$ cat src/rtl/lfsr_stream_crypt_if.sv
// Bus of lfsr_stream_crypt: run control (req/ack/mode), key config,
// input byte stream (in_*), output byte stream (out_*), discovery status.
//   master : controller / stream source and sink (drives req, cfg, in_*, out_ready)
//   slave  : lfsr_stream_crypt
interface lfsr_stream_crypt_if #(
  parameter int LFSR_W   = 7,
  parameter int NUM_PTRN = 9
);
  localparam int IDX_W = $clog2(NUM_PTRN);

  logic              req;
  logic              ack;
  logic [1:0]        mode;
  logic [LFSR_W-1:0] cfg_taps;
  logic [LFSR_W-1:0] cfg_seed;
  logic              in_valid;
  logic [LFSR_W:0]   in_data;
  logic              in_ready;
  logic              out_valid;
  logic [LFSR_W:0]   out_data;
  logic              out_ready;
  logic              err;
  logic [IDX_W-1:0]  found_idx;

  modport master (
    output req, mode, cfg_taps, cfg_seed, in_valid, in_data, out_ready,
    input  ack, in_ready, out_valid, out_data, err, found_idx
  );

  modport slave (
    input  req, mode, cfg_taps, cfg_seed, in_valid, in_data, out_ready,
    output ack, in_ready, out_valid, out_data, err, found_idx
  );
endinterface

$ cat src/rtl/lfsr_stream_crypt.sv
// LFSR stream cipher with optional tap-pattern discovery.
//   clk  : rising-edge clock
//   init : synchronous active-high reset, wins over req
//   bus  : lfsr_stream_crypt_if.slave (req/ack, mode, cfg_taps/cfg_seed,
//          in_* and out_* valid/ready byte streams, err, found_idx)
// Each run consumes LEN bytes and emits exactly LEN bytes. Bytes are LFSR_W
// data bits plus an MSB parity bit (even parity over the whole byte).
// Mode 0 encrypts, mode 1/3 decrypts with the given key, mode 2 recovers the
// key from the known PAD prefix, then decrypts. Leading pads are stripped on
// decrypt and the tail is refilled with PAD.

// One candidate tap pattern: does stepping prev with these taps yield obs?
module lfsr_ptrn_chk #(
  parameter int LFSR_W = 7
) (
  input  logic [LFSR_W-1:0] taps,
  input  logic [LFSR_W-1:0] prev,
  input  logic [LFSR_W-1:0] obs,
  output logic              hit
);
  assign hit = ({prev[LFSR_W-2:0], ^(prev & taps)} == obs);
endmodule

module lfsr_stream_crypt #(
  parameter int                         LFSR_W     = 7,
  parameter int                         LEN        = 64,
  parameter int                         MIN_PRE    = 10,
  parameter logic [LFSR_W-1:0]          PAD        = 7'h20,
  parameter int                         NUM_PTRN   = 9,
  parameter logic [NUM_PTRN*LFSR_W-1:0] PTRN_TABLE =
    {7'h7B, 7'h7E, 7'h5C, 7'h69, 7'h6A, 7'h72, 7'h78, 7'h48, 7'h60}
) (
  input  logic               clk,
  input  logic               init,
  lfsr_stream_crypt_if.slave bus
);
  localparam int CNT_W = $clog2(LEN + 1);
  localparam int IDX_W = $clog2(NUM_PTRN);
  localparam int PC_W  = $clog2(NUM_PTRN + 1);

  typedef enum logic [2:0] {
    S_IDLE, S_DISCOVER, S_STRIP, S_PASS, S_FILL, S_DONE
  } state_t;

  state_t              state;
  logic [1:0]          mode_q;
  logic [LFSR_W-1:0]   taps_q;
  logic [LFSR_W-1:0]   lfsr;
  logic [CNT_W-1:0]    in_cnt;
  logic [CNT_W-1:0]    out_cnt;
  logic [NUM_PTRN-1:0] live;
  logic                lead;      // mode 1/3: still dropping leading pads in PASS
  logic                ack_q;
  logic                err_q;
  logic [IDX_W-1:0]    found_q;
  logic                out_valid_q;
  logic [LFSR_W:0]     out_data_q;

  logic [NUM_PTRN-1:0][LFSR_W-1:0] ptrn;
  assign ptrn = PTRN_TABLE;

  // Data path for the byte currently offered on the input.
  logic [LFSR_W-1:0] xored, obs, found_taps, disc_nxt, lfsr_nxt;
  logic [LFSR_W:0]   proc_byte;
  logic              perr, drop, out_free, consuming, acc;

  assign xored    = bus.in_data[LFSR_W-1:0] ^ lfsr;
  assign obs      = bus.in_data[LFSR_W-1:0] ^ PAD;   // keystream while the prefix is pad
  assign perr     = ^bus.in_data;
  assign lfsr_nxt = {lfsr[LFSR_W-2:0], ^(lfsr & taps_q)};
  assign proc_byte = (mode_q == 2'd0) ? {^xored, xored} : {perr, xored};
  assign drop     = ((state == S_STRIP) || (state == S_PASS && lead)) &&
                    (xored == PAD) && !perr;

  assign out_free  = !out_valid_q || bus.out_ready;
  assign consuming = (state == S_DISCOVER) || (state == S_STRIP) || (state == S_PASS);
  assign acc       = bus.in_valid && bus.in_ready;

  // Candidate elimination: each checker tests obs against the previous state.
  logic [NUM_PTRN-1:0] hit, live_nxt;
  logic [PC_W-1:0]     live_cnt;
  logic [IDX_W-1:0]    live_idx;

  for (genvar j = 0; j < NUM_PTRN; j++) begin : g_chk
    lfsr_ptrn_chk #(.LFSR_W(LFSR_W)) u_chk (
      .taps (ptrn[j]),
      .prev (lfsr),
      .obs  (obs),
      .hit  (hit[j])
    );
  end

  // Byte 0 only seeds the state; nothing to compare against yet.
  assign live_nxt = (in_cnt == '0) ? '1 : (live & hit);

  always_comb begin
    live_cnt = '0;
    live_idx = '0;
    for (int j = 0; j < NUM_PTRN; j++) begin
      if (live_nxt[j]) begin
        live_cnt = live_cnt + PC_W'(1);
        live_idx = IDX_W'(j);
      end
    end
  end

  assign found_taps = ptrn[live_idx];
  // State for the first byte after discovery, stepped from the last prefix byte.
  assign disc_nxt   = {obs[LFSR_W-2:0], ^(obs & found_taps)};

  assign bus.in_ready  = consuming && (in_cnt < CNT_W'(LEN)) && out_free;
  assign bus.out_valid = out_valid_q;
  assign bus.out_data  = out_data_q;
  assign bus.ack       = ack_q;
  assign bus.err       = err_q;
  assign bus.found_idx = found_q;

  always_ff @(posedge clk) begin
    if (init) begin
      state       <= S_IDLE;
      mode_q      <= '0;
      taps_q      <= '0;
      lfsr        <= '0;
      in_cnt      <= '0;
      out_cnt     <= '0;
      live        <= '0;
      lead        <= 1'b0;
      ack_q       <= 1'b0;
      err_q       <= 1'b0;
      found_q     <= '0;
      out_valid_q <= 1'b0;
      out_data_q  <= '0;
    end else begin
      // Drain by default; a load below takes precedence.
      if (out_valid_q && bus.out_ready) out_valid_q <= 1'b0;

      case (state)
        S_IDLE, S_DONE: begin
          if (bus.req) begin
            mode_q  <= bus.mode;
            taps_q  <= bus.cfg_taps;
            lfsr    <= bus.cfg_seed;
            in_cnt  <= '0;
            out_cnt <= '0;
            live    <= '1;
            err_q   <= 1'b0;
            ack_q   <= 1'b0;
            lead    <= (bus.mode == 2'd1) || (bus.mode == 2'd3);
            state   <= (bus.mode == 2'd2) ? S_DISCOVER : S_PASS;
          end
        end

        S_DISCOVER: begin
          if (acc) begin
            in_cnt <= in_cnt + CNT_W'(1);
            lfsr   <= obs;
            live   <= live_nxt;
            if (perr) begin
              err_q <= 1'b1;
              ack_q <= 1'b1;
              state <= S_DONE;
            end else if (in_cnt == CNT_W'(MIN_PRE - 1)) begin
              if (live_cnt == PC_W'(1)) begin
                found_q <= live_idx;
                taps_q  <= found_taps;
                lfsr    <= disc_nxt;
                state   <= S_STRIP;
              end else begin
                err_q <= 1'b1;
                ack_q <= 1'b1;
                state <= S_DONE;
              end
            end
          end
        end

        S_STRIP, S_PASS: begin
          if (in_cnt == CNT_W'(LEN)) begin
            state <= S_FILL;
          end else if (acc) begin
            in_cnt <= in_cnt + CNT_W'(1);
            lfsr   <= lfsr_nxt;
            if (!drop) begin
              out_valid_q <= 1'b1;
              out_data_q  <= proc_byte;
              out_cnt     <= out_cnt + CNT_W'(1);
              lead        <= 1'b0;
              state       <= S_PASS;
            end
          end
        end

        S_FILL: begin
          if (out_cnt == CNT_W'(LEN)) begin
            ack_q <= 1'b1;
            state <= S_DONE;
          end else if (out_free) begin
            out_valid_q <= 1'b1;
            out_data_q  <= {1'b0, PAD};
            out_cnt     <= out_cnt + CNT_W'(1);
          end
        end

        default: state <= S_IDLE;
      endcase
    end
  end
endmodule

$ cat src/flat_wrapper.sv
// flat-port wrapper written by rule: the top's interface ports become plain ports
module lfsr_stream_crypt_flat 
#(
  parameter int                         LFSR_W     = 7,
  parameter int                         LEN        = 64,
  parameter int                         MIN_PRE    = 10,
  parameter logic [LFSR_W-1:0]          PAD        = 7'h20,
  parameter int                         NUM_PTRN   = 9,
  parameter logic [NUM_PTRN*LFSR_W-1:0] PTRN_TABLE =
    {7'h7B, 7'h7E, 7'h5C, 7'h69, 7'h6A, 7'h72, 7'h78, 7'h48, 7'h60}
)
  (clk, init, bus_req, bus_mode, bus_cfg_taps, bus_cfg_seed, bus_in_valid, bus_in_data, bus_out_ready, bus_ack, bus_in_ready, bus_out_valid, bus_out_data, bus_err, bus_found_idx);
  lfsr_stream_crypt_if #(.LFSR_W(LFSR_W), .NUM_PTRN(NUM_PTRN)) bus_i ();
  input  logic clk;
  input  logic init;
  input wire logic [$bits(bus_i.req)-1:0] bus_req;
  input wire logic [$bits(bus_i.mode)-1:0] bus_mode;
  input wire logic [$bits(bus_i.cfg_taps)-1:0] bus_cfg_taps;
  input wire logic [$bits(bus_i.cfg_seed)-1:0] bus_cfg_seed;
  input wire logic [$bits(bus_i.in_valid)-1:0] bus_in_valid;
  input wire logic [$bits(bus_i.in_data)-1:0] bus_in_data;
  input wire logic [$bits(bus_i.out_ready)-1:0] bus_out_ready;
  output wire logic [$bits(bus_i.ack)-1:0] bus_ack;
  output wire logic [$bits(bus_i.in_ready)-1:0] bus_in_ready;
  output wire logic [$bits(bus_i.out_valid)-1:0] bus_out_valid;
  output wire logic [$bits(bus_i.out_data)-1:0] bus_out_data;
  output wire logic [$bits(bus_i.err)-1:0] bus_err;
  output wire logic [$bits(bus_i.found_idx)-1:0] bus_found_idx;
  assign bus_i.req = bus_req;
  assign bus_i.mode = bus_mode;
  assign bus_i.cfg_taps = bus_cfg_taps;
  assign bus_i.cfg_seed = bus_cfg_seed;
  assign bus_i.in_valid = bus_in_valid;
  assign bus_i.in_data = bus_in_data;
  assign bus_i.out_ready = bus_out_ready;
  assign bus_ack = bus_i.ack;
  assign bus_in_ready = bus_i.in_ready;
  assign bus_out_valid = bus_i.out_valid;
  assign bus_out_data = bus_i.out_data;
  assign bus_err = bus_i.err;
  assign bus_found_idx = bus_i.found_idx;
  lfsr_stream_crypt #(.LFSR_W(LFSR_W), .LEN(LEN), .MIN_PRE(MIN_PRE), .PAD(PAD), .NUM_PTRN(NUM_PTRN), .PTRN_TABLE(PTRN_TABLE)) u_core (.clk(clk), .init(init), .bus(bus_i));
endmodule
$ cat config.mk
export PLATFORM = sky130hd
export DESIGN_NAME = lfsr_stream_crypt_flat
export DESIGN_NICKNAME = d
export VERILOG_FILES = /design/src/rtl/lfsr_stream_crypt_if.sv /design/src/rtl/lfsr_stream_crypt.sv /design/src/flat_wrapper.sv
export SDC_FILE = /design/constraint.sdc
export NUM_CORES = 1
export LEC_CHECK = 0
export BUFFER_PORTS_ARGS = -buffer_cell sky130_fd_sc_hd__buf_2
export CAP_MARGIN = 20
export CELL_PAD_IN_SITES_DETAIL_PLACEMENT = 0
export CELL_PAD_IN_SITES_GLOBAL_PLACEMENT = 2
export CORE_MARGIN = 10
export CORE_UTILIZATION = 36
export CTS_BUF_LIST = sky130_fd_sc_hd__clkbuf_8 sky130_fd_sc_hd__clkbuf_16
export DETAILED_ROUTE_END_ITERATION = 16
export PLACE_DENSITY_LB_ADDON = 0.08
export SYNTH_ARGS = -nofsm -noshare
export SYNTH_HDL_FRONTEND = slang
export SYNTH_SLANG_ARGS = --single-unit
$ cat constraint.sdc
create_clock -name clk -period 9.3 [get_ports clk]
set_clock_uncertainty 0.2 [all_clocks]
set_input_delay 1.86 -clock clk [delete_from_list [all_inputs] [get_ports clk]]
set_output_delay 1.86 -clock clk [all_outputs]
set_load 0.01 [all_outputs]
[Word-level counts from Yosys, hierarchy flattened]
Memory sizes are Yosys's and may differ from the RTL's.
Index checks and enable logic that the tools add are counted.
Word-level totals
  bits in registers: 58
  memory bits (read-only): 112
  input bits: 29
  memories: 1
Memories
  (name not given): depth 16, width 7, read ports 1, clocked after memory_dff 0, write ports 0, RTL line lfsr_stream_crypt.sv:107  | assign found_taps = ptrn[live_idx];
Operators by class
  $add $sub $neg: 10
  order comparisons: 2
  eq/ne operators: 37
  multiplexer cells: 84
  bitwise operators: 6
  reductions and logical operators: 50
Operators by type and width (number)
  two-way mux 7 bit: 21
  parity 7 bit: 12
  equality test 7 bit: 9
  case mux 7 bit (3 select lines): 3
  two-way mux 8 bit: 6
  two-way mux 3 bit: 13
  two-way mux 4 bit: 9
  adder 4 x 1 -> 4 bit (second input constant): 7
  two-way mux 9 bit: 3
  AND reduction 6 bit: 4
  AND reduction 5 bit: 4
  two-way mux 1 bit: 18
  case mux 9 bit (2 select lines): 1
  case mux 8 bit (2 select lines): 1
  adder 7 x 1 -> 7 bit (second input constant): 2
  AND 7 bit: 2
  equality test 7 bit (second input constant): 2
  != test 2 bit (second input constant): 7
  case mux 7 bit (2 select lines): 1
  case mux 3 bit (4 select lines): 1
  AND 9 bit: 1
  nonzero test 3 bit: 3
  != test 2 x 1 -> 1 bit (second input constant): 4
  parity 8 bit: 1
  other kinds (30): 54

[Longest topological paths before layout]
Gate-level depths: netlist of the first run.
  word-level depth: 27
  depth in mapped cells: 36
  mapped depth without buffers: 34

[Modules after synthesis]
Synthesis of the first run repeated with hierarchy kept, for this count alone.
Second synthesis, totals
  cells, all modules: 771
  area total of the unflattened synthesis: 5694.2 um^2
By module, submodules not included
  lfsr_stream_crypt: instances 1, cells each 573, area each 4320.4 um^2
  lfsr_ptrn_chk: instances 9, cells each 22, area each 152.6 um^2

[Worst setup path after synthesis of the first run]
Ideal clock, no wire load.
  kind: input -> register
  from: input bus_in_data[3]
  to: register u_core.taps_q[3]
  setup time: 0.123 ns
  arrival: 7.964 ns
  path slack: 1.012 ns
  cell stages on the path: 33
  path buffers: 2
  path through: clkbuf_1 > xnor2_1 > nand4_1 > nor3_1 > nor2_1 > ha_1 > buf_4 > xor2_1 > ha_1 > nor2_1 > a21oi_1 > ha_1 > mux2_2 > ha_1 > nor2_1 > a221o_1 > a31o_2 > inv_1 > ha_1 > nand2_1 > o21ai_0 > ha_1 > or2_2 > o21ai_0 > a221oi_1 > nand3_1 > xor2_1 > xnor3_1 > o22ai_2 > and2_4 > nand3_4 > a21oi_4 > mux2_1
Between the ends
  cells in the longest elaborated chain, start to end: 23
  elaborated cells between the ends (all ways): 48
  classes of those cells: 8 x add/sub; 12 x eq/ne; 24 x mux; 1 x bitwise; 2 x reduce/logical; 1 x memory
RTL lines
  from (decl): RTL line flat_wrapper.sv:21  | input wire logic [$bits(bus_i.in_data)-1:0] bus_in_data;
  equality test 7 bit: RTL line lfsr_stream_crypt.sv:21  | assign hit = ({prev[LFSR_W-2:0], ^(prev & taps)} == obs);
  AND 9 bit: RTL line lfsr_stream_crypt.sv:94  | assign live_nxt = (in_cnt == '0) ? '1 : (live & hit);
  two-way mux 9 bit: RTL line lfsr_stream_crypt.sv:94
  two-way mux 1 bit: RTL line lfsr_stream_crypt.sv:100  | if (live_nxt[j]) begin
  adder 1 x 1 -> 2 bit: RTL line lfsr_stream_crypt.sv:101  | live_cnt = live_cnt + PC_W'(1);
  two-way mux 4 bit: RTL line lfsr_stream_crypt.sv:100
  adder 4 x 1 -> 4 bit: RTL line lfsr_stream_crypt.sv:101
  two-way mux 4 bit: RTL line lfsr_stream_crypt.sv:100
  [... 7 more ...]
  two-way mux 4 bit: RTL line lfsr_stream_crypt.sv:100
  adder 4 x 1 -> 4 bit: RTL line lfsr_stream_crypt.sv:101
  two-way mux 4 bit: RTL line lfsr_stream_crypt.sv:100
  adder 4 x 1 -> 4 bit: RTL line lfsr_stream_crypt.sv:101
  two-way mux 4 bit: RTL line lfsr_stream_crypt.sv:100
  equality test 4 x 1 -> 1 bit: RTL line lfsr_stream_crypt.sv:163  | if (live_cnt == PC_W'(1)) begin
  != test 2 bit (no source line)
  AND reduction 6 bit (no source line)
  to (signal assigned): RTL line lfsr_stream_crypt.sv:141  | taps_q <= bus.cfg_taps;
  to (signal assigned): RTL line lfsr_stream_crypt.sv:165  | taps_q <= found_taps;
  to (decl): RTL line lfsr_stream_crypt.sv:47  | logic [LFSR_W-1:0] taps_q;
Several ways; a longest one is shown, not always the timed one. The select of a mux whose other input is x is not followed.
A chain may end at the register's enable or synchronous reset.

[Final worst setup path of the first run]
  from: input bus_in_data[5]
  to: register u_core.taps_q[5]
Between the ends
  cells in the longest elaborated chain, start to end: 24
  elaborated cells between the ends (all ways): 49
  classes of those cells: 8 x add/sub; 12 x eq/ne; 24 x mux; 2 x bitwise; 2 x reduce/logical; 1 x memory
RTL lines (RTL line)
  NOT 1 bit (no source line)
  equality test 7 bit: lfsr_stream_crypt.sv:21
  AND 9 bit: lfsr_stream_crypt.sv:94
  two-way mux 9 bit: lfsr_stream_crypt.sv:94
  two-way mux 1 bit: lfsr_stream_crypt.sv:100
  adder 1 x 1 -> 2 bit: lfsr_stream_crypt.sv:101
  two-way mux 4 bit: lfsr_stream_crypt.sv:100
  adder 4 x 1 -> 4 bit: lfsr_stream_crypt.sv:101
  [... 8 more ...]
  two-way mux 4 bit: lfsr_stream_crypt.sv:100
  adder 4 x 1 -> 4 bit: lfsr_stream_crypt.sv:101
  two-way mux 4 bit: lfsr_stream_crypt.sv:100
  adder 4 x 1 -> 4 bit: lfsr_stream_crypt.sv:101
  two-way mux 4 bit: lfsr_stream_crypt.sv:100
  equality test 4 x 1 -> 1 bit: lfsr_stream_crypt.sv:163
  != test 2 bit (no source line)
  AND reduction 6 bit (no source line)
Several ways; a longest one is shown, not always the timed one. The select of a mux whose other input is x is not followed.

==> run summary, run 1 <==
Clock-pin slew on the worst setup and hold paths -> 0.06 ns
Final ANT Viol Nets -> 0
Outcome -> finished clean
Vias in the first global route -> 4505
Via count -> 4566
Crit-path max cell delay -> 0.46 ns
Final non-filler cell total -> 814
# clock sinks -> 58
Gpl congestion -> 0.859
RSZ-0062 raised after global routing -> no
Largest net degree at the start of global routing -> 59
Avg WL per Cell -> 19.4 um
Max_cap viols -> 0
Reg2Reg Depth -> 32
Worst r2r src -> u_core.in_cnt[0]
Final net count -> 680
FP Rows -> 42
Max frequency -> 118 MHz
# diodes -> 0
Inserted Clock Buffers -> 9
Die Height -> 137 um
Library cells used by synthesis -> 83
CP Data Arrival Time -> 8.52 ns
Worst EP required -> 9.32 ns
Mean Syn Cell Area -> 7.95 um2
I/O Pins -> 45
CTS Buffer Depth -> 2
Post-synth EDFFs -> 0
First-pass GRT wire length -> 25.0 mm
CTS Hold Bufs -> 0
DRT Pass-1 Iters -> 5
DP Cell Count -> 797
Grt ovf -> 0
Port Buffer Count -> 44
Crit-path most repeated cell -> ha_1
Root buffer cell -> clkbuf_16
Skew-Pair Late Insertion Delay -> 0.34 ns
Worst-Margin Slew -> 0.963 ns
Commonest non-fill, non-tap cell in the layout -> nor2_1
Antenna violations before repair -> 0
Vias per cell -> 5.61
Crit end category -> flop
FF+latch count, synth -> 58
Critical Path Start Type -> input port
Period minus WS final -> 8.50 ns
GRT Total Usage -> 0.171
Final clock period utilization by the worst path -> 0.914
H-tree levels -> 3
Worst setup path start -> bus_in_data[5]
Drt first-iter violations -> 230
Setup Crit Path Kind -> in2reg
Synthesized cell area -> 0.00489 mm2
Slew Limit Headroom -> 0.354
Register area share after synthesis -> 0.238
Core area -> 0.0133 mm2
Layout cell share with drive strength beyond 1 -> 0.150
Post-synth ARST share -> 0
Starting Density -> 0.368
Synth Instances -> 615
Total setup buffers inserted after CTS -> 0
Most frequent cells in the layout -> nor2_1, dfxtp_1, nand2_1
Worst-path maximum fanout -> 14
CTS tree -> yes
Number of setup violations in the final report -> 0
P&R area growth vs syn -> 12.5%
Hold Crit Depth -> 2
Die Width -> 137 um
Fin. Hold Viols -> 0
Syn nets -> 662
Slowest CP cell -> nor3_1
Worst hold start -> u_core.bus.ack
YS warnings -> 0
PnR worst setup slack -> 0.804 ns
Setup TNS -> 0 ns
Top FF cell, synth -> dfxtp_1
Post-CTS Resized -> 0
Worst hold path type -> reg2reg
Post-DP HPWL -> 11.8 mm
# DRC -> 0
Worst slack at placement -> 0.497 ns
DRT Wirelength -> 15.8 mm
Final Max Slew Viols -> 0
Die area -> 0.0186 mm2
[cells in the mapped netlist (9+ instances only)]
cell      count  area share
a211oi_1     10       0.015
a21oi_1      32       0.033
and3_1        9       0.012
clkbuf_1     23       0.018
dfxtp_1      58        0.24
ha_1         18       0.046
inv_1        22       0.017
nand2_1      50       0.038
nand2b_1      9       0.012
nand3_1      14       0.014
nand4_1      14       0.018
nor2_1       83       0.064
nor3_1       18       0.018
o21ai_0      26       0.027
xnor2_1      40       0.072
xor2_1       17       0.030
[logic make-up (layout without fill, tap and decap cells)]
logic type / after synthesis / count (layout) / share of synthesized area
adder cells (fa/ha/maj): 18 / 18 / 0.0461
AO/OA/AOI/OAI: 151 / 151 / 0.228
XOR/XNOR: 71 / 71 / 0.164
AND/OR/NAND/NOR: 243 / 243 / 0.244
multiplexers: 10 / 10 / 0.0218
buffers and inverters: 64 / 87 / 0.0584
flip-flops: 58 / 58 / 0.238
[metal layers]
metal  global-route usage  vias up  share of wire
met2                0.293       85           0.50
li1                     -     2241              -
met5                    0        -              0
met1                0.208     2209           0.44
met3               0.0330       31          0.035
met4               0.0645        0          0.025
[critical path, delay by kind of cell]
family	cells	cell delay [ns]
buffers and inverters	2	0.29
XOR/XNOR	4	0.88
AND/OR/NAND/NOR	10	1.67
multiplexers	2	0.61
adder cells (fa/ha/maj)	6	1.73
AO/OA/AOI/OAI	8	1.48
[worst paths after layout]
path	to	slack, ns
worst max-delay path	u_core.taps_q[5]	0.80
worst min-delay path	u_core.bus.ack	0.25
worst max register to register	u_core.taps_q[5]	1.57
worst min register to register	u_core.bus.ack	0.25
[flip-flops by register name, summed over array words and instances, names as in the netlist, 2 cells and up]
register / cells
u_core.in_cnt: 7
u_core.taps_q: 7
u_core.live: 9
u_core.bus.found_idx: 4
u_core.mode_q: 2
u_core.lfsr: 7
u_core.bus.out_data: 8
u_core.state: 3
u_core.out_cnt: 7
[area by class of cell]
type	instances	area [um2]
multi-input cells	493	3440
repair buffers	49	270
fillers	1377	7800
clock buffers	10	239
clock inverters	6	81.3
well taps	176	220
inverters	22	82.6
flip-flops and latches	58	1160
[metrics by stage]
stage / util / instance area (um2) / hold slack [ns]
finish: 0.414 / 5500 / 0.250
global route: 0.414 / 5500 / 0.280
CTS: 0.412 / 5480 / 0.254
detailed placement: 0.388 / 5160 / 0.241
global placement: 0.388 / 5160 / 0.232
floorplan: - / 4890 / 0.236
Power of run 1 is not shown: default switching activity piles up to over one toggle a cycle in this logic, so the estimate is an artifact.
==> inputs of run 2 (changes only) <==
--- a/config.mk
+++ b/config.mk
@@ -9,7 +9,7 @@
 export CAP_MARGIN = 20
 export CELL_PAD_IN_SITES_DETAIL_PLACEMENT = 0
 export CELL_PAD_IN_SITES_GLOBAL_PLACEMENT = 2
-export CORE_MARGIN = 10
+export CORE_MARGIN = 2
 export CORE_UTILIZATION = 36
 export CTS_BUF_LIST = sky130_fd_sc_hd__clkbuf_8 sky130_fd_sc_hd__clkbuf_16
 export DETAILED_ROUTE_END_ITERATION = 16
==> constraint.sdc (replaced) <==
create_clock -name clk -period 9.3 [get_ports clk]
set_clock_uncertainty 0.2 [all_clocks]
set_input_delay 1.86 -clock clk [delete_from_list [all_inputs] [get_ports clk]]
set_output_delay 1.86 -clock clk [all_outputs]
set_load 0.02 [all_outputs]
==> run 2 against run 1 <==
  * Worst hold slack got worse by 0.0041 ns
  * Final area rose by 0.14%
  * Wire length fell by 2.9%
  * Via count fell by 0.74%
  * Non-clock buffer count rose by 1
  * Sequential cell count did not move
  * Sequential share of layout area barely moved
  * Die area fell by 22%
  * Critical path depth did not move
  * Final cell count rose by 0.12%
  * Global-route usage rose by 4.6 points
  * Clock-buffer cell count did not move
  * Critical path type unchanged
==> run summary, run 2 (synthesis gave the netlist of run 1 again) <==
DRT Wirelength -> 15.3 mm (-2.9%)
Worst hold slack -> 0.246 ns (-0.00407 ns)
Root buffer cell -> clkbuf_16
Core area -> 0.0132 mm2 (-0.40%)
Worst-Margin Slew -> 0.909 ns (-0.0536 ns)
Period minus WS final -> 8.53 ns (+0.0317 ns)
Worst-path maximum fanout -> 14 (unchanged)
Worst EP required -> 9.32 ns (about the same)
Slew Limit Headroom -> 0.393 (+0.0391)
CP delay by family, top -> adder cells
First-pass GRT wire length -> 24.3 mm (-2.9%)
Buf/Inv on CP -> 2 (unchanged)
Final non-filler cell total -> 815 (+0.12%)
FP Rows -> 42 (unchanged)
DP Cell Count -> 798 (+0.13%)
Worst hold path type -> reg2reg
Outcome -> finished clean
Inserted Clock Buffers -> 9 (unchanged)
Max frequency -> 117 MHz (-0.37%)
Fin. Hold Viols -> 0 (unchanged)
Post-CTS Resized -> 0 (unchanged)
Hold Crit Depth -> 2 (unchanged)
RSZ-0062 raised after global routing -> no
Crit-path most repeated cell -> ha_1
Starting Density -> 0.369 (+0.00146)
Critical Path Start Type -> input port
Setup crit end -> u_core.taps_q[4]
Layout cell share with drive strength beyond 1 -> 0.152 (+0.00133)
Most frequent cells in the layout -> nor2_1, dfxtp_1, nand2_1
CTS tree -> yes
Vias in the first global route -> 4441 (-1.4%)
Commonest non-fill, non-tap cell in the layout -> nor2_1
Crit. path cell count -> 32 (unchanged)
Total setup buffers inserted after CTS -> 0 (unchanged)
Gpl congestion -> 0.857 (-0.26%)
Port Buffer Count -> 44 (unchanged)
FILL cells -> 1405 (+2.0%)
Grt ovf -> 0 (unchanged)
Largest net degree at the start of global routing -> 59 (unchanged)
Die Width -> 121 um (-12%)
Final ANT Viol Nets -> 0 (unchanged)
H-tree levels -> 3 (unchanged)
CTS Buffer Depth -> 2 (unchanged)
Setup Crit Path Kind -> in2reg
Vias per cell -> 5.56 (-0.87%)
Final net count -> 681 (+0.15%)
Die Height -> 121 um (-12%)
# diodes -> 0 (unchanged)
I/O Pins -> 45 (unchanged)
Slowest CP cell -> nor3_1
CTS Hold Bufs -> 0 (unchanged)
Final clock period utilization by the worst path -> 0.917 (+0.00341)
Top register by number of flip-flops -> u_core.live
Crit Reg-Reg Endpoint -> u_core.taps_q[4]
Worst r2r src -> u_core.in_cnt[0]
# DRC -> 0 (unchanged)
PnR worst setup slack -> 0.773 ns (-0.0317 ns)
Worst slack at placement -> 0.497 ns (-0.0000120 ns)
Clock-pin slew on the worst setup and hold paths -> 0.05 ns (about the same)
Final Max Slew Viols -> 0 (unchanged)
GRT Total Usage -> 0.217 (+0.0460)
Die area -> 0.0145 mm2 (-22%)
Skew-Pair Late Insertion Delay -> 0.34 ns (about the same)
Via count -> 4532 (-0.74%)
Post-DP HPWL -> 11.4 mm (-3.3%)
Reg2Reg Depth -> 32 (unchanged)
CP Data Arrival Time -> 8.55 ns (+0.03 ns)
Worst setup path start -> bus_in_data[5]
Number of setup violations in the final report -> 0 (unchanged)
Setup TNS -> 0 ns (unchanged)
DRT Pass-1 Iters -> 5 (unchanged)
Max_cap viols -> 0 (unchanged)
Antenna violations before repair -> 0 (unchanged)
Avg WL per Cell -> 18.8 um (-3.0%)
# clock sinks -> 58 (unchanged)
Crit-path max cell delay -> 0.46 ns (about the same)
Drt first-iter violations -> 297 (+29%)
Crit end category -> flop
P&R area growth vs syn -> 12.6%
Max reg flops -> 9 (unchanged)
R2R Setup Slk -> 1.53 ns (-0.04 ns)
==> run 2: changes by cell type in the layout (fill, tap and decap cells not counted) <==
cell / previous run / this run
buf_4: 4 / 5
==> run 2: cell type report <==
cell class / count / area [um2] / share of cell area
Tap cell: 176 / 220 / 0.0400
Multi-Input combinational cell: 493 / 3440 / 0.625
Timing Repair Buffer: 50 / 278 / 0.0505
Clock buffer: 10 / 239 / 0.0434
Inverter: 22 / 82.6 / 0.0150
Sequential cell: 58 / 1160 / 0.211
Clock inverter: 6 / 81.3 / 0.0148
==> run 2: how the worst min path moves through the flow <==
stage,startpoint,endpoint,slack [ns]
finish,u_core.bus.err,u_core.bus.err,0.25
global route,u_core.mode_q[1],u_core.mode_q[1],0.27
CTS,u_core.bus.ack,u_core.bus.ack,0.25
detailed placement,u_core.bus.ack,u_core.bus.ack,0.24
global placement,u_core.bus.err,u_core.bus.err,0.23
floorplan,u_core.mode_q[0],u_core.mode_q[0],0.24
==> run 2: worst register-to-register path: cells and delay by family (launching register included) <==
kind	cells	cell delay [ns]
simple gates	9	2.10
fa+ha+maj	7	1.88
compound gates	9	1.59
xor+xnor	3	0.68
mux	2	0.63
flops	1	0.36
buf+inv	2	0.19
==> run 2: stage by stage <==
step	area [um2]	utilization
after detailed placement	5160	0.390
after global routing	5510	0.416
after CTS	5490	0.414
after global placement	5160	0.390
after floorplan	4890	-
final	5510	0.416
==> run 2: routing by layer <==
metal | global-route usage | vias to the layer above | share of wire
met4 | 0.0785 | 0 | 0.018
met1 | 0.263 | 2173 | 0.44
met3 | 0.0363 | 19 | 0.034
met2 | 0.386 | 100 | 0.51
li1 | - | 2240 | -
met5 | 0 | - | 0
Power of run 2 is left out for the same reason.
==> inputs of run 3 (changes only) <==
--- a/config.mk
+++ b/config.mk
@@ -7,10 +7,8 @@
 export LEC_CHECK = 0
 export BUFFER_PORTS_ARGS = -buffer_cell sky130_fd_sc_hd__buf_2
 export CAP_MARGIN = 20
-export CELL_PAD_IN_SITES_DETAIL_PLACEMENT = 0
-export CELL_PAD_IN_SITES_GLOBAL_PLACEMENT = 2
 export CORE_MARGIN = 2
-export CORE_UTILIZATION = 36
+export CORE_UTILIZATION = 40
 export CTS_BUF_LIST = sky130_fd_sc_hd__clkbuf_8 sky130_fd_sc_hd__clkbuf_16
 export DETAILED_ROUTE_END_ITERATION = 16
 export PLACE_DENSITY_LB_ADDON = 0.08
==> run 3 against run 2 <==
  * Clock-buffer cell count fell by 1
  * Worst hold slack better by 0.0016 ns
  * Register-to-register slack got worse by 0.03 ns
  * Non-clock buffer count shrank 3
  * Via count increased by 0.33%
  * Sequential share of layout area increased by 0.15 points
  * Critical path depth unchanged
  * First-iteration DRC count up 2.4%
  * Fmax decreased by 2.0%
  * Final cell count fell by 3.9%
==> run summary, run 3 (synthesis gave the netlist of run 1 again) <==
Outcome -> finished clean
CTS Buffer Depth -> 2 (unchanged)
Worst hold start -> u_core.bus.err
Hold Path End -> u_core.bus.err
GRT Total Usage -> 0.228 (+0.0112)
Die area -> 0.0131 mm2 (-9.7%)
Post-DP HPWL -> 10.8 mm (-5.5%)
CP Data Arrival Time -> 8.72 ns (+0.17 ns)
Worst EP required -> 9.32 ns (about the same)
Critical Path Start Type -> input port
Post-CTS Resized -> 0 (unchanged)
# clock sinks -> 58 (unchanged)
Grt ovf -> 0 (unchanged)
Antenna violations before repair -> 0 (unchanged)
Crit-path most repeated cell -> ha_1
Worst setup path start -> bus_in_data[5]
Max frequency -> 115 MHz (-2.0%)
R2R Setup Slk -> 1.50 ns (-0.03 ns)
Final clock period utilization by the worst path -> 0.935 (+0.0184)
Worst-Margin Slew -> 1.08 ns (+0.174 ns)
First-pass GRT wire length -> 23.3 mm (-4.3%)
Hold Crit Depth -> 2 (unchanged)
DRT Pass-1 Iters -> 5 (unchanged)
# DRC -> 0 (unchanged)
Port Buffer Count -> 44 (unchanged)
Die Width -> 115 um (-5.0%)
Slowest CP cell -> nor3_1
Total setup buffers inserted after CTS -> 0 (unchanged)
FP Rows -> 40 (-4.8%)
Period minus WS final -> 8.70 ns (+0.171 ns)
DRT Wirelength -> 14.5 mm (-5.5%)
Core area -> 0.0120 mm2 (-9.7%)
Final ANT Viol Nets -> 0 (unchanged)
Vias in the first global route -> 4327 (-2.6%)
Avg WL per Cell -> 18.5 um (-1.6%)
Die Height -> 115 um (-5.0%)
Drt first-iter violations -> 304 (+2.4%)
Worst hold slack -> 0.247 ns (+0.00159 ns)
Root buffer cell -> clkbuf_16
Worst-path maximum fanout -> 14 (unchanged)
Final net count -> 678 (-0.44%)
Gpl congestion -> 0.923 (+7.7%)
Largest net degree at the start of global routing -> 59 (unchanged)
Setup TNS -> 0 ns (unchanged)
Fin. Hold Viols -> 0 (unchanged)
Clock-pin slew on the worst setup and hold paths -> 0.06 ns (about the same)
Via count -> 4547 (+0.33%)
Number of setup violations in the final report -> 0 (unchanged)
Final Max Slew Viols -> 0 (unchanged)
CTS tree -> yes
I/O Pins -> 45 (unchanged)
RSZ-0062 raised after global routing -> no
Max reg flops -> 9 (unchanged)
Worst r2r src -> u_core.in_cnt[0]
Crit-path max cell delay -> 0.48 ns (+0.02 ns)
Commonest non-fill, non-tap cell in the layout -> nor2_1
Setup Crit Path Kind -> in2reg
Layout cell share with drive strength beyond 1 -> 0.149 (-0.00243)
H-tree levels -> 3 (unchanged)
Reg2Reg Depth -> 32 (unchanged)
Max_cap viols -> 0 (unchanged)
Inserted Clock Buffers -> 9 (unchanged)
Starting Density -> 0.409 (+0.0395)
Crit end category -> flop
# diodes -> 0 (unchanged)
Slew Limit Headroom -> 0.276 (-0.116)
Skew-Pair Late Insertion Delay -> 0.34 ns (about the same)
Worst hold path type -> reg2reg
Most frequent cells in the layout -> nor2_1, dfxtp_1, nand2_1
Core Util, Final -> 0.457 (+0.0413)
CTS Hold Bufs -> 0 (unchanged)
P&R area growth vs syn -> 11.9%
Vias per cell -> 5.81 (+4.4%)
Top register by number of flip-flops -> u_core.live
Crit Reg-Reg Endpoint -> u_core.taps_q[3]
[run 3: layout make-up]
cell class                      instances  area, um2
Clock buffer                            9        225
Clock inverter                          7        125
Fill cell                            1205       6490
Inverter                               22       82.6
Multi-Input combinational cell        493       3450
Sequential cell                        58       1160
Tap cell                              147        184
Timing Repair Buffer                   47        243
[run 3: how the worst max path moves through the flow]
stage                             to  slack (ns)  cells after the start
global placement    u_core.taps_q[5]        0.55                     32
global route        u_core.taps_q[3]        0.21                     32
detailed placement  u_core.taps_q[3]        0.33                     32
CTS                 u_core.taps_q[3]        0.67                     32
finish              u_core.taps_q[3]        0.60                     32
floorplan           u_core.taps_q[3]        1.01                     33
[run 3: worst max-delay path: cells and delay by family]
| kind | cells | cell delay [ns] |
|---|---|---|
| AOI/OAI and AO/OA | 8 | 1.49 |
| xor gates and xnor gates | 4 | 0.92 |
| adders and majority gates | 6 | 1.84 |
| buffers and inverters | 2 | 0.27 |
| muxes | 2 | 0.63 |
| and+or+nand+nor | 10 | 1.70 |
[run 3: through the flow]
step | worst slack (ns) | cells | cell area [um2]
2_1_floorplan | 1.01 | 615 | 4890
3_3_place_gp | 0.553 | 767 | 5120
3_5_place_dp | 0.334 | 767 | 5120
4_1_cts | 0.666 | 783 | 5470
5_1_grt | 0.208 | 783 | 5470
6_report | 0.601 | 783 | 5470
[run 3: layer usage]
metal	part of all wire	GRT usage
met2	0.49	0.384
met5	0	0
met1	0.44	0.308
met4	0.011	0.0504
met3	0.059	0.0381
Power of run 3 is left out for the same reason.
